[src/rtl/adsr_pkg.sv]
// Shared encodings and defaults for the ADSR envelope shaper.
package adsr_pkg;

  localparam int unsigned DEF_SAMPLE_WIDTH = 16;
  localparam int unsigned DEF_GAIN_WIDTH   = 8;
  localparam int unsigned DEF_RATE_WIDTH   = 14;
  localparam int unsigned DEF_EXP_SHIFT    = 3;

  typedef enum logic [2:0] {
    ST_IDLE    = 3'd0,
    ST_ATTACK  = 3'd1,
    ST_DECAY   = 3'd2,
    ST_SUSTAIN = 3'd3,
    ST_RELEASE = 3'd4
  } env_state_e;

  // Unity gain code for a given gain width.
  function automatic int unsigned gmax(input int unsigned gain_width);
    return (32'd1 << gain_width) - 32'd1;
  endfunction

endpackage

[src/rtl/env_rate_divider.sv]
// Tick-rate divider: one step pulse every step_val ticks (0 behaves as 1).
module env_rate_divider #(
  parameter int unsigned RATE_WIDTH = 14
) (
  input  logic                  clk,
  input  logic                  reset,
  input  logic                  tick,
  input  logic                  clear,
  input  logic [RATE_WIDTH-1:0] step_val,
  output logic                  step_c
);

  logic [RATE_WIDTH-1:0] count;
  logic [RATE_WIDTH-1:0] last;

  always_comb begin
    last   = (step_val == '0) ? '0 : step_val - RATE_WIDTH'(1);
    step_c = tick && !clear && (count >= last);
  end

  always_ff @(posedge clk or negedge reset) begin
    if (!reset)               count <= '0;
    else if (clear || step_c) count <= '0;
    else if (tick)            count <= count + RATE_WIDTH'(1);
  end

endmodule

[src/rtl/adsr_envelope.sv]
// ADSR envelope: per-note programmable phase rates, linear/exponential
// decay and release, and a one-stage signed gain multiplier.
module adsr_envelope
  import adsr_pkg::*;
#(
  parameter int unsigned SAMPLE_WIDTH = DEF_SAMPLE_WIDTH,
  parameter int unsigned GAIN_WIDTH   = DEF_GAIN_WIDTH,
  parameter int unsigned RATE_WIDTH   = DEF_RATE_WIDTH,
  parameter int unsigned EXP_SHIFT    = DEF_EXP_SHIFT
) (
  input  logic                           clk,
  input  logic                           reset,
  input  logic                           tick,
  input  logic                           note_start,
  input  logic                           note_release,
  input  logic        [RATE_WIDTH-1:0]   attack_step,
  input  logic        [RATE_WIDTH-1:0]   decay_step,
  input  logic        [RATE_WIDTH-1:0]   release_step,
  input  logic        [GAIN_WIDTH-1:0]   sustain_level,
  input  logic                           exp_mode,
  input  logic signed [SAMPLE_WIDTH-1:0] sample_in,
  input  logic                           sample_in_valid,
  output logic signed [SAMPLE_WIDTH-1:0] sample_out,
  output logic                           sample_out_valid,
  output logic        [GAIN_WIDTH-1:0]   gain,
  output logic        [2:0]              env_state,
  output logic                           busy
);

  localparam logic [GAIN_WIDTH-1:0] GMAX_G    = GAIN_WIDTH'(gmax(GAIN_WIDTH));
  localparam logic [GAIN_WIDTH-1:0] GMAX_M1   = GMAX_G - GAIN_WIDTH'(1);
  localparam int unsigned           PROD_WIDTH = SAMPLE_WIDTH + GAIN_WIDTH + 2;

  env_state_e              state, state_nx;
  logic [GAIN_WIDTH-1:0]   gain_nx;
  logic [RATE_WIDTH-1:0]   atk_q, dec_q, rel_q, rate_sel;
  logic [GAIN_WIDTH-1:0]   sus_q;
  logic                    exp_q;
  logic                    release_go, div_clear, step_c;
  logic [GAIN_WIDTH-1:0]   shifted, dec_amt;
  logic [GAIN_WIDTH:0]     diff;
  logic [GAIN_WIDTH:0]     gain_p1;
  logic signed [PROD_WIDTH-1:0] product, scaled;

  assign env_state = state;

  // Rate for the active phase; the divider is held clear when not ramping.
  always_comb begin
    rate_sel = '0;
    unique case (state)
      ST_ATTACK:  rate_sel = atk_q;
      ST_DECAY:   rate_sel = dec_q;
      ST_RELEASE: rate_sel = rel_q;
      default:    rate_sel = '0;
    endcase
    release_go = note_release && (state inside {ST_ATTACK, ST_DECAY, ST_SUSTAIN});
    div_clear  = note_start || release_go || (state inside {ST_IDLE, ST_SUSTAIN});
  end

  env_rate_divider #(.RATE_WIDTH(RATE_WIDTH)) u_div (
    .clk      (clk),
    .reset    (reset),
    .tick     (tick),
    .clear    (div_clear),
    .step_val (rate_sel),
    .step_c   (step_c)
  );

  // Downward step size, with one extra bit on the subtraction to catch underflow.
  always_comb begin
    shifted = gain >> EXP_SHIFT;
    dec_amt = (exp_q && (shifted != '0)) ? shifted : GAIN_WIDTH'(1);
    diff    = {1'b0, gain} - {1'b0, dec_amt};
  end

  always_comb begin
    state_nx = state;
    gain_nx  = gain;
    if (note_start) begin
      state_nx = ST_ATTACK;
    end else if (release_go) begin
      state_nx = ST_RELEASE;
    end else begin
      unique case (state)
        ST_ATTACK: begin
          if (gain == GMAX_G) begin
            state_nx = ST_DECAY;
          end else if (step_c) begin
            gain_nx = gain + GAIN_WIDTH'(1);
            if (gain == GMAX_M1) state_nx = ST_DECAY;
          end
        end
        ST_DECAY: begin
          if (gain <= sus_q) begin
            gain_nx  = sus_q;
            state_nx = ST_SUSTAIN;
          end else if (step_c) begin
            if (diff[GAIN_WIDTH] || (diff[GAIN_WIDTH-1:0] <= sus_q)) begin
              gain_nx  = sus_q;
              state_nx = ST_SUSTAIN;
            end else begin
              gain_nx = diff[GAIN_WIDTH-1:0];
            end
          end
        end
        ST_RELEASE: begin
          if (gain == '0) begin
            state_nx = ST_IDLE;
          end else if (step_c) begin
            if (diff[GAIN_WIDTH] || (diff[GAIN_WIDTH-1:0] == '0)) begin
              gain_nx  = '0;
              state_nx = ST_IDLE;
            end else begin
              gain_nx = diff[GAIN_WIDTH-1:0];
            end
          end
        end
        default: ;
      endcase
    end
  end

  always_ff @(posedge clk or negedge reset) begin
    if (!reset) begin
      state <= ST_IDLE;
      gain  <= '0;
      busy  <= 1'b0;
      atk_q <= '0;
      dec_q <= '0;
      rel_q <= '0;
      sus_q <= '0;
      exp_q <= 1'b0;
    end else begin
      state <= state_nx;
      gain  <= gain_nx;
      busy  <= (state_nx != ST_IDLE);
      if (note_start) begin
        atk_q <= attack_step;
        dec_q <= decay_step;
        rel_q <= release_step;
        sus_q <= sustain_level;
        exp_q <= exp_mode;
      end
    end
  end

  // Scale by (gain+1)/2^GAIN_WIDTH so full gain passes samples through unchanged.
  always_comb begin
    gain_p1 = {1'b0, gain} + (GAIN_WIDTH + 1)'(1);
    product = PROD_WIDTH'(sample_in) * $signed(PROD_WIDTH'(gain_p1));
    scaled  = product >>> GAIN_WIDTH;
  end

  always_ff @(posedge clk or negedge reset) begin
    if (!reset) begin
      sample_out       <= '0;
      sample_out_valid <= 1'b0;
    end else begin
      sample_out_valid <= sample_in_valid;
      if (sample_in_valid) sample_out <= (gain == '0) ? '0 : SAMPLE_WIDTH'(scaled);
    end
  end

endmodule

[config.mk]
export PLATFORM = sky130hd
export DESIGN_NAME = adsr_envelope
export DESIGN_NICKNAME = d
export VERILOG_FILES = /design/src/rtl/adsr_pkg.sv /design/src/rtl/env_rate_divider.sv /design/src/rtl/adsr_envelope.sv
export SDC_FILE = /design/constraint.sdc
export NUM_CORES = 1
export LEC_CHECK = 0
export ABC_AREA = 1
export BUFFER_PORTS_ARGS = -buffer_cell sky130_fd_sc_hd__buf_2
export CAP_MARGIN = 0
export CORE_ASPECT_RATIO = 0.6
export CORE_UTILIZATION = 40
export CTS_BUF_LIST = sky130_fd_sc_hd__clkbuf_8
export CTS_CLUSTER_SIZE = 14
export DETAILED_ROUTE_END_ITERATION = 16
export GPL_TIMING_DRIVEN = 0
export PLACE_DENSITY = 0.66
export SYNTH_ARGS = -nofsm -noshare
export SYNTH_HDL_FRONTEND = slang
export SYNTH_SLANG_ARGS = --single-unit
[constraint.sdc]
create_clock -name clk -period 6.48 [get_ports clk]
set_input_delay 0.324 -clock clk [delete_from_list [all_inputs] [get_ports clk]]
set_output_delay 0.324 -clock clk [all_outputs]
set_load 0.005 [all_outputs]
* Word level (Yosys, flattened, before mapping)
Cells that the tools add are included.
** Storage, ports and cells
- Register bits :: 94
- Logic and storage cells :: 81
** Cells by class
- Add/subtract/negate cells :: 5
- Multiply operators :: 1
- Order comparisons :: 3
- Equal/unequal tests :: 11
- Muxes and demuxes :: 27
- Bitwise logic cells :: 2
- Reductions and logical operators :: 21
** Operator list (number)
- $mux W8 :: 8
- $mux W14 :: 3
- $pmux W14 S3 :: 1
- $mux W3 :: 11
- $mul A16 B10 Y24 :: 1
- $pmux W8 S3 :: 1
- $eq A8 B8 Y1 const B :: 2
- $le A8 B8 Y1 :: 2
- $logic_not A8 Y1 :: 2
- $mux W16 :: 1
- $add A14 B1 Y14 const B :: 1
- $ge A14 B14 Y1 :: 1
- $logic_not A14 Y1 :: 1
- $sub A14 B1 Y14 const B :: 1
- $add A8 B1 Y9 const B :: 1
- $pmux W3 S3 :: 1
- $reduce_bool A3 Y1 :: 3
- $sub A8 B5 Y9 :: 1
- $add A8 B1 Y8 const B :: 1
- $reduce_and A8 Y1 :: 1
- $reduce_bool A8 Y1 :: 1
- $eq A3 B2 Y1 const B :: 2
- $logic_or A1 B1 Y1 :: 5
- $mux W5 :: 1
- other kinds (10) :: 17

* Depth between registers and ports, before layout
Gate-level depths: netlist of the first run.
- Depth in word-level cells :: 14
- Depth in mapped cells :: 29

* Cells and area by module
From an unflattened synthesis of the first run, not the netlist that was laid out.
** Unflattened totals
- Cell total of the unflattened synthesis :: 1517
- Area total of the unflattened synthesis :: 11148.2 um^2
** By module, submodules not included
- adsr_envelope :: instances 1, cells an instance 1289, area an instance 9640.5 um^2, sequential area each 2001.9 um^2
- env_rate_divider :: instances 1, cells an instance 228, area an instance 1507.7 um^2, sequential area each 350.3 um^2

* Worst setup path after synthesis of the first run
Ideal clock, no wire load.
- Path type :: flip-flop to flip-flop
- From :: reg gain[1]
- To :: reg sample_out[14]
- Library setup time :: 0.117 ns
- Arrival :: 5.594 ns
- Required time :: 6.363 ns
- Slack :: 0.768 ns
- Cell stages (with the launch flop) :: 25
- Path buffers :: 1
- Period minus slack after synthesis :: 5.712 ns
- Cell sequence :: dfrtp_1 > ha_1 > nand2_1 > inv_1 > nand2_1 > nor2_1 > nor2_1 > nor3_1 > inv_1 > clkbuf_1 > nor2_1 > fa_1 > fa_1 > inv_1 > fa_1 > inv_1 > fa_1 > fa_1 > ha_1 > a21oi_1 > o21ai_0 > a221oi_1 > nand3_1 > nand3_1 > nand2_1
** Between the ends
- Word-level cells in the longest chain between the ends :: 3
** Ends and longest elaborated chain
- from (decl) :: RTL line adsr_envelope.sv:25 : output logic [GAIN_WIDTH-1:0] gain,
- from (signal assigned) :: RTL line adsr_envelope.sv:135 : gain <= gain_nx;
- $add A8 B1 Y9 :: RTL line adsr_envelope.sv:149 : gain_p1 = {1'b0, gain} + (GAIN_WIDTH + 1)'(1);
- $mul A16 B10 Y24 :: RTL line adsr_envelope.sv:150 : product = PROD_WIDTH'(sample_in) * $signed(PROD_WIDTH'(gain_p1));
- $mux W16 * :: RTL line adsr_envelope.sv:160 : if (sample_in_valid) sample_out <= (gain == '0) ? '0 : SAMPLE_WIDTH'(scaled);
- to (signal assigned) :: RTL line adsr_envelope.sv:160
- to (decl) :: RTL line adsr_envelope.sv:23 : output logic signed [SAMPLE_WIDTH-1:0] sample_out,
Every way passes the cells marked *; elsewhere a longest branch is shown, timed or not.
A chain may end at the register's enable or synchronous reset.

* Worst setup path in the final report of the first run
Same ends and word-level chain as after synthesis.

==> flow_summary_export.csv, run 1 <==
group,metric,value,unit
clock_network,path_clk_slew,0.11,ns
clock_network,cts_root_buf,"clkbuf_8",
floorplanning,chipHeight,131.3,um
floorplanning,initial_utilization,41.46,%
grt,overflow,0,
floorplanning,row_count,46,
hold_path,holdCritPathClass,"in -> reg",
clock_network,cts_tree,"built",
detailed_routing,vias_per_cell,5.067,
critical_path,worstSetupEndpoint,"sample_out[14]",
timing,min_period_over_period,96.19,%
critical_path,required,6.78,ns
critical_path,rr_startpoint,"gain[1]",
detailed_routing,drtPass1Iterations,7,
critical_path,r2r_cells,24,
timing,fin_skew,0.01364,ns
clock_network,cts.sinks,94,
logic_synthesis,ys_seq_area_share,21.11,%
run_status,status,"complete, no violations",
final_layout,fin_util,46.34,%
timing,max_freq,160.4,MHz
critical_path,r2r_slack,0.25,ns
logic_synthesis,synth_top_area_cell,"dfrtp_1",
logic_synthesis,synthFlopType,"dfrtp_1",
logic_synthesis,synth_nets,1817,
critical_path,cpMaxStageDelayCell,"fa_1",
timing,slew_violations,0,
logic_synthesis,ys_types,47,
detailed_routing,vias,10250,
grt,grtUsageTotal,23.77,%
timing,setup_viol,0,
clock_network,clockBufferDepth,2,
logic_synthesis,ys_ff_latch,94,
logic_synthesis,syn_inst,1539,
critical_path,reg2reg_to,"sample_out[14]",
placed_design,dpl.hpwl,27.39,mm
placed_design,place.gp.congestion,0.9383,
logic_synthesis,yosysWarnings,0,
final_layout,nets,1935,
floorplanning,io-pin-count,102,
critical_path,cp_cell_sequence,"ha_1, nand2_1, inv_1, nand2_1, nor2_1, nor2_1, nor3_4, inv_1, clkbuf_4, nor2_1, fa_1, fa_1, inv_1, fa_1, inv_1, fa_1, fa_1, ha_1, a21oi_1, o21ai_0, a221oi_1, nand3_1, nand3_1, nand2_1",
floorplanning,die_x,217.5,um
clock_network,clock_latency,0.41,ns
grt,grt_max_degree,49,
logic_synthesis,async_flop_share,100.0,%
floorplanning,dieArea,28550,sq um
critical_path,crit_path_start_kind,"flop",
detailed_routing,avgRoutedWirePerCell,16.14,um
final_layout,syn2layout_area_growth,11.78,%
timing,finalHoldViolCount,0,
detailed_routing,wl,32.65,mm
critical_path,cp-end-kind,"flop",
grt,grt_pass1_wl,52.64,mm
critical_path,cp-startpoint,"gain[1]",
critical_path,critPathMostFrequentCell,"fa_1",
logic_synthesis,syn_area,11140,sq um
critical_path,max_stage_delay,0.57,ns
run,maxCapViolCount,0,
detailed_routing,drt_iter0_markers,1107,
timing,whs,0.04865,ns
logic_synthesis,synthTopCellsByArea,"dfrtp_1 21%, fa_1 21%, nand2_1 13%, ha_1 10%, inv_1 9.9%",
timing,rsz0062_at_grt,"no",
clock_network,numCtsBuffers,9,
final_layout,drive_above_1_share,11.19,%
timing,slew_headroom,21.15,%
detailed_routing,drc,0,
grt,first_global_vias,9748,
critical_path,path_class,"reg -> reg",
timing,worstMarginPinSlew,1.178,ns
logic_synthesis,synth_edf_count,0,
clock_network,h-tree-depth,3,
logic_synthesis,synth_top_area_share,21.11,%
detailed_routing,ant_nets,0,
critical_path,crit_fanout,10,
placed_design,numPortBuffers,101,
timing,finalCriticalPeriod,6.233,ns
critical_path,critPathArrivalTime,6.54,ns
logic_synthesis,avgSynthCellArea,7.241,sq um
floorplanning,design.core.area,26880,sq um
grt,antenna_found_initial,2,
==> per-layer routing <==
metal  track usage (%)  vias up  share of wire (%)
li1                  -     4965                  -
met1             38.30     4861                 51
met2             31.40      396                 39
met3             6.065       26                9.6
met4             3.795        2               0.89
met5                 0        -              0.040
==> cell type report <==
class	count	area, sq um
sequential	94	2354
inverter	299	1122
buffer	31	162.7
antenna	1	2.502
tap	360	450.4
fill	2694	14420
multi-input combinational	1113	7585
timing repair buffer	109	590.6
clock buffer	10	137.6
clock inverter	6	51.30
==> registers in the layout, indices dropped and copies added, names as in the netlist <==
name and cells:
atk_q 14, busy 1, dec_q 14, env_state 3, exp_q 1, gain 8
rel_q 14, sample_out 16, sample_out_valid 1, sus_q 8, u_div.count 14
==> worst max-delay path, delay by kind of cell, from the launching register on <==
kind / cells / cell delay, ns
fa+ha+maj: 7 / 3.02
simple gates: 9 / 1.08
compound gates: 3 / 0.93
buf+inv: 5 / 0.59
flops: 1 / 0.47
==> cell usage after synthesis, types with 2 or more instances <==
master    instances
nand3b_1          6
o22ai_1           4
a31oi_1           2
nand4_1          10
xnor2_1           4
a22oi_1           3
o21ai_1           4
a21oi_2           3
buf_6             3
a21o_1            5
nand2_1         398
buf_2             3
nor3_2            4
nor2_1          192
inv_1           294
nand3_2           5
nor3_1           26
a21oi_1          36
nor2_2            6
inv_2             4
fa_1            115
o21a_1            2
nand3_1          64
nor2_4            2
dfrtp_1          94
nor4_1            5
and2_1            3
or2_0             2
buf_4             2
clkbuf_1         25
or2_2             5
xor2_1           12
o21ai_0          87
o21bai_1          7
ha_1             90
==> stage by stage <==
step                      instances  setup TNS (ns)  instance area (sq um)  worst slack (ns)
after floorplan                1539               0                  11140            0.7684
after detailed placement       2001          -8.404                  12130           -0.8893
final                          2023               0                  12460            0.2469
after global routing           2023               0                  12460          0.001856
after global placement         2000          -7.444                  12100           -0.8315
after CTS                      2018               0                  12370           0.05778
==> cells by family (layout without fill, tap and decap cells) <==
| family | count (synthesis) | after routing | synth area share (%) |
|---|---|---|---|
| AO/OA/AOI/OAI | 160 | 160 | 7.983 |
| XOR/XNOR | 16 | 16 | 1.258 |
| adder cells (fa/ha/maj) | 205 | 205 | 30.77 |
| buffers and inverters | 332 | 455 | 11.49 |
| flip-flops | 94 | 94 | 21.11 |
| other | 0 | 1 | 0 |
| AND/OR/NAND/NOR | 732 | 732 | 27.40 |
==> cell usage in the layout (no fill, tap or decap), types with 11 or more instances in the layout <==
cell      instances
xor2_1           11
fa_1            114
nor3_1           24
o21ai_0          87
dfrtp_1          93
ha_1             88
buf_2           105
nor2_1          188
inv_1           293
nand2_1         397
a21oi_1          35
nand3_1          64
clkbuf_1         17
==> how the worst min path moves through the flow <==
stage | from | endpoint | slack [ns] | depth (start not counted)
finish | sample_in_valid | sample_out_valid | 0.05 | 1
global route | sample_in_valid | sample_out_valid | 0.02 | 1
CTS | sample_in_valid | sample_out_valid | 0.02 | 1
detailed placement | reset | gain[1] | 0.38 | 1
global placement | atk_q[6] | atk_q[6] | 0.46 | 2
floorplan | reset | atk_q[0] | 0.03 | 0
==> timing repair <==
action	in CTS	in global routing
gates resized for setup	7	26
buffers inserted	1	5
pin swaps	1	1
setup endpoints to repair	16	15
hold endpoints to repair	46	0
hold buffers	1	0
Power of run 1 is not shown: default switching activity piles up to over one toggle a cycle in this logic, so the estimate is an artifact.
==> run 2: changes to the inputs <==
Settings changed: CELL_PAD_IN_SITES_DETAIL_PLACEMENT from default to 2, CELL_PAD_IN_SITES_GLOBAL_PLACEMENT from default to 2, CORE_UTILIZATION 40 to 36, PLACE_DENSITY 0.66 to 0.92.
==> run 2 against run 1 <==
The run now ends with negative setup slack left. Sequential share of layout area shrank 0.36 points. Global-route usage increased by 9.0 points. Register-to-register slack worse by 0.70 ns. Via count rose by 21%. Wire length is 88% higher. Cell count up 2.6%. Worst setup slack worse by 0.70 ns. Clock skew rose by 0.023 ns. Largest cell class unchanged. Final area grew 2.0%. Highest routed layer unchanged. Utilization shrank 4.2 points. Non-clock buffer count stayed put.
==> flow_summary_export.csv, run 2 (synthesis gave the netlist of run 1 again) <==
group,metric,value,unit
critical_path,r2r_slack,-0.45,ns
placed_design,dpl.hpwl,41.16,mm
critical_path,required,6.75,ns
critical_path,crit_path_start_kind,"flop",
detailed_routing,drt_iter0_markers,1148,
detailed_routing,vias,12380,
critical_path,reg2reg_to,"sample_out[6]",
detailed_routing,ant_nets,0,
floorplanning,die_x,229.1,um
floorplanning,design.core.area,30160,sq um
placed_design,dp_slack,-1.511,ns
detailed_routing,vias_per_cell,5.968,
final_layout,mostFrequentLayoutCells,"391 x nand2_1, 292 x inv_1, 180 x nor2_1",
critical_path,r2r_cells,23,
final_layout,largest_reg_flops,16,
final_layout,final_common_cell,"nand2_1",
timing,fin_skew,0.03660,ns
timing,layout_setup_ws,-0.4550,ns
timing,slew_violations,0,
hold_path,whs_endpoint,"sample_out_valid",
timing,worstMarginPinSlew,0.9148,ns
grt,grtUsageTotal,32.73,%
timing,finalHoldViolCount,0,
grt,grt_max_degree,61,
clock_network,numCtsBuffers,9,
floorplanning,dieArea,31680,sq um
final_layout,syn2layout_area_growth,14.02,%
critical_path,crit_fanout,10,
final_layout,fin_util,42.12,%
grt,overflow,0,
clock_network,clock_latency,0.45,ns
grt,grt_pass1_wl,78.99,mm
hold_path,min_from,"sample_in_valid",
critical_path,rr_startpoint,"gain[0]",
timing,rsz0062_at_grt,"yes",
clock_network,clockBufferDepth,2,
timing,finalCriticalPeriod,6.935,ns
detailed_routing,avgRoutedWirePerCell,29.64,um
clock_network,path_clk_slew,0.14,ns
final_layout,largest-register,"sample_out",
critical_path,critPathArrivalTime,7.21,ns
placed_design,place.gp.congestion,0.9081,
timing,slew_headroom,38.54,%
run_status,status,"finished with violations",
timing,fin_setup_tns,-3.527,ns
timing,min_period_over_period,107.0,%
floorplanning,initial_utilization,36.94,%
floorplanning,chipHeight,138.3,um
clock_network,h-tree-depth,3,
timing,max_freq,144.2,MHz
run_status,violations,"negative setup slack",
hold_path,min_path_cells,1,
floorplanning,io-pin-count,102,
timing,setup_viol,13,
hold_path,holdCritPathClass,"in -> reg",
placed_design,numPortBuffers,101,
clock_network,cts_tree,"built",
detailed_routing,drtPass1Iterations,5,
clock_network,cts.sinks,94,
final_layout,nets,1935,
critical_path,cp-end-kind,"flop",
timing,whs,0.04437,ns
run,maxCapViolCount,0,
critical_path,path_class,"reg -> reg",
grt,first_global_vias,13130,
detailed_routing,drc,0,
clock_network,cts_root_buf,"clkbuf_8",
detailed_routing,wl,61.51,mm
floorplanning,row_count,49,
final_layout,drive_above_1_share,13.36,%
grt,antenna_found_initial,4,
-- run 2: cell count changes in the layout (fill, tap and decap cells not counted), moves of 4 or more --
cell	change
nor2_1	-8
nor2_2	+8
ha_1	-6
nand2_1	-6
a21oi_1	-5
nand2_2	+5
a21oi_2	+4
diode_2	+4
ha_2	+4
-- run 2: routing by layer --
| metal | global-route usage (%) | part of all wire, % |
|---|---|---|
| met3 | 6.126 | 7.7 |
| met4 | 12.25 | 5.9 |
| met1 | 42.50 | 40 |
| met5 | 0 | 0.021 |
| met2 | 54.24 | 46 |
-- run 2: how the worst max path moves through the flow --
stage,depth (start not counted),startpoint,end,slack [ns]
detailed placement,25,gain[1],sample_out[12],-1.51
global placement,25,gain[1],sample_out[13],-0.91
floorplan,24,gain[1],sample_out[14],0.77
CTS,23,gain[0],sample_out[10],0.01
global route,23,gain[0],sample_out[6],-0.50
finish,23,gain[0],sample_out[6],-0.45
-- run 2: worst max-delay path, stage by stage (launching register included) --
cell and delay (ns):
dfrtp_1 0.50, ha_1 0.24, nand2_1 0.06, inv_1 0.10, nand2_1 0.14, nor2_1 0.32
nor3_4 0.10, inv_1 0.21, buf_6 0.23, nor2_1 0.09, fa_1 0.55, inv_1 0.05
fa_1 0.49, inv_1 0.09, fa_1 0.53, fa_1 0.59, fa_1 0.58, ha_1 0.51
nand2_2 0.21, nor4_2 0.34, nand2_1 0.12, nand2_2 0.16, nor2_1 0.08, o21ai_0 0.49
-- run 2: final cells by class --
| class | instances | area [sq um] |
|---|---|---|
| antenna | 5 | 12.51 |
| clock inverter | 7 | 75.07 |
| fill | 3559 | 17460 |
| clock buffer | 9 | 123.9 |
| multi-input combinational | 1113 | 7731 |
| sequential | 94 | 2355 |
| buffer | 32 | 186.4 |
| inverter | 299 | 1129 |
| timing repair buffer | 108 | 583.1 |
| tap | 408 | 510.5 |
-- run 2: stage by stage --
step	instance area (sq um)	std cells
2_1_floorplan	11140	1539
3_3_place_gp	12160	2048
3_5_place_dp	12190	2049
4_1_cts	12500	2068
5_1_grt	12700	2074
6_report	12710	2075
-- run 2: timing repair --
item,4_1_cts,5_1_grt
hold endpoints to repair,34,0
gates cloned,0,0
hold buffers,1,0
resized for setup,26,56
buffers inserted,3,1
setup endpoints to repair,16,13
pin swaps,1,3
Power of run 2 is left out for the same reason.
==> run 3: changes to the inputs <==
Settings changed: ABC_AREA 1 to default, CORE_UTILIZATION 36 to 40, PLACE_DENSITY 0.92 to 0.93.
==> run 3 against run 2 <==
The flow still finishes with violations (negative setup slack). Final area is 1.7% lower. Cell count shrank 21%. Synthesized cell count shrank 27%. Sequential share of layout area grew 0.37 points. Global-route usage up 4.4 points. Clock skew down 0.0044 ns. Flip-flop and latch count unchanged. Worst setup slack improved by 0.0089 ns. Critical path type unchanged.
==> flow_summary_export.csv, run 3 <==
group,metric,value,unit
run_status,status,"finished with violations",
run_status,violations,"negative setup slack",
floorplanning,chipHeight,128.2,um
timing,finalHoldViolCount,0,
timing,whs,0.02221,ns
clock_network,cts.sinks,94,
grt,grt_max_degree,56,
timing,worstMarginPinSlew,1.029,ns
critical_path,required,6.72,ns
critical_path,critPathMostFrequentCell,"fa_1",
clock_network,cts_tree,"built",
final_layout,nets,1551,
placed_design,dp_slack,-1.617,ns
detailed_routing,drtPass1Iterations,5,
timing,max_freq,144.4,MHz
logic_synthesis,avgSynthCellArea,9.486,sq um
final_layout,syn2layout_area_growth,17.70,%
logic_synthesis,async_flop_share,100.0,%
critical_path,crit_fanout,7,
logic_synthesis,synth_top_area_share,22.16,%
logic_synthesis,ys_ff_latch,94,
run,maxCapViolCount,0,
detailed_routing,drt_iter0_markers,1158,
critical_path,path_class,"reg -> reg",
timing,fin_skew,0.03222,ns
final_layout,stdcell_count,1632,
final_layout,n_fill_cell,2754,
floorplanning,die_x,212.3,um
detailed_routing,vias_per_cell,6.460,
placed_design,dpl.hpwl,34.09,mm
critical_path,max_stage_delay,0.55,ns
logic_synthesis,synth_top_area_cell,"dfrtp_1",
detailed_routing,wl,57.49,mm
critical_path,rr_startpoint,"gain[2]",
timing,finalCriticalPeriod,6.926,ns
final_layout,largest-register,"sample_out",
clock_network,cts_root_buf,"clkbuf_8",
placed_design,numPortBuffers,99,
logic_synthesis,ys_types,76,
logic_synthesis,synth_edf_count,0,
clock_network,clock_latency,0.43,ns
final_layout,mostFrequentLayoutCells,"169 x inv_1, 112 x fa_1, 102 x buf_2",
logic_synthesis,synth_nets,1397,
critical_path,cp_cell_sequence,"buf_8, and4_4, nand2_2, xor2_4, buf_4, buf_4, nor2b_1, fa_1, fa_1, ha_1, inv_1, fa_1, inv_1, fa_1, ha_1, nor3_2, nand3_1, o211a_1, o41ai_2, nand2_1, a21oi_1, xor2_1, o22ai_1",
clock_network,clockBufferDepth,2,
timing,setup_viol,7,
floorplanning,row_count,45,
logic_synthesis,yosysWarnings,0,
hold_path,min_from,"sample_in_valid",
final_layout,largest_reg_flops,16,
placed_design,dp.cells,1571,
grt,grt_pass1_wl,73.07,mm
floorplanning,io-pin-count,102,
clock_network,h-tree-depth,3,
final_layout,drive_above_1_share,23.00,%
hold_path,holdCritPathClass,"in -> reg",
logic_synthesis,synthFlopType,"dfrtp_1",
timing,slew_headroom,31.37,%
placed_design,place.gp.congestion,0.8716,
floorplanning,design.core.area,25670,sq um
grt,grtUsageTotal,37.14,%
critical_path,crit_path_start_kind,"flop",
detailed_routing,avgRoutedWirePerCell,35.23,um
timing,layout_setup_ws,-0.4461,ns
floorplanning,initial_utilization,41.35,%
grt,overflow,0,
timing,min_period_over_period,106.9,%
floorplanning,dieArea,27220,sq um
logic_synthesis,synthTopCellsByArea,"dfrtp_1 22%, fa_1 22%, ha_1 11%, inv_1 6.0%, mux2_2 4.7%",
logic_synthesis,ys_top_cells_by_count,"169 x inv_1, 115 x fa_1, 101 x nand2_1, 94 x dfrtp_1, 90 x ha_1",
critical_path,cp-end-kind,"flop",
logic_synthesis,syn_inst,1119,
grt,first_global_vias,11170,
critical_path,cpMaxStageDelayCell,"fa_1",
timing,slew_violations,0,
clock_network,path_clk_slew,0.12,ns
detailed_routing,drc,0,
final_layout,seq_area,2362,sq um
detailed_routing,ant_nets,0,
final_layout,final_common_cell,"inv_1",
logic_synthesis,synth_most_common_cell,"inv_1",
clock_network,numCtsBuffers,9,
logic_synthesis,ys_seq_area_share,22.16,%
grt,antenna_found_initial,5,
critical_path,critPathArrivalTime,7.17,ns
final_layout,multi_input_area,7706,sq um
logic_synthesis,syn_area,10620,sq um
critical_path,cp-startpoint,"gain[2]",
detailed_routing,vias,10540,
timing,rsz0062_at_grt,"yes",
-- run 3: changes by cell type after synthesis, moves of 15 or more --
cell      delta
nand2_1    -297
nor2_1     -141
inv_1      -125
nor2b_1     +76
o21ai_0     -66
mux2_2      +44
nand3_1     -35
xnor2_1     +29
and2_1      +24
nand2b_1    +15
-- run 3: cell families after synthesis --
logic type                 count (synthesis)  share of synthesized area (%)
muxes                                     44                          4.668
adders and majority gates                205                          32.30
and+or+nand+nor                          347                          16.81
buffers and inverters                    207                          7.838
DFF                                       94                          22.16
AOI/OAI and AO/OA                        162                          11.15
xor gates and xnor gates                  60                          5.080
-- run 3: metal layers --
layer  global-route usage [%]  wire, um
met5                    1.633       110
met4                    19.72      5156
met3                    8.476      5752
met2                    60.25     25230
met1                    46.21     21240
-- run 3: layout make-up --
| class | instances | area share, % |
|---|---|---|
| Multi-Input combinational cell | 818 | 61.68 |
| Timing Repair Buffer | 143 | 6.970 |
| Buffer | 36 | 2.223 |
| Inverter | 171 | 5.177 |
| Clock buffer | 9 | 0.9914 |
| Clock inverter | 7 | 0.4907 |
| Antenna cell | 2 | 0.04006 |
| Tap cell | 352 | 3.525 |
| Sequential cell | 94 | 18.91 |
-- run 3: stage by stage --
stage,utilization (%),instance area [sq um],TNS [ns]
floorplan,-,10620,0
global route,48.66,12490,-2.419
CTS,47.57,12210,0
finish,48.66,12490,-2.366
detailed placement,45.11,11580,-17.90
global placement,44.99,11550,-7.166
-- run 3: worst max-delay path: cells and delay by family (launching register included) --
family	cells	cell delay (ns)
AO/OA/AOI/OAI	4	1.15
buffers and inverters	5	0.60
XOR/XNOR	2	0.74
AND/OR/NAND/NOR	6	1.16
flip-flops	1	0.43
adder cells (fa/ha/maj)	6	2.64
-- run 3: repair_timing --
action,CTS,global route
hold endpoints to repair,39,0
endpoints found under the setup margin,16,11
pin swaps,7,12
gates resized for setup,57,29
hold buffers,1,0
setup buffers,18,24
-- run 3: final timing paths --
check | cells past startpoint | slack (ns) | to
setup / recovery | 23 | -0.45 | sample_out[8]
hold / removal | 1 | 0.02 | sample_out_valid
setup reg to reg | 23 | -0.45 | sample_out[8]
hold reg to reg | 1 | 0.53 | dec_q[12]
max in group asynchronous | 3 | 5.26 | sus_q[0]
min in group asynchronous | 2 | 0.45 | gain[3]
Power of run 3 is left out for the same reason.
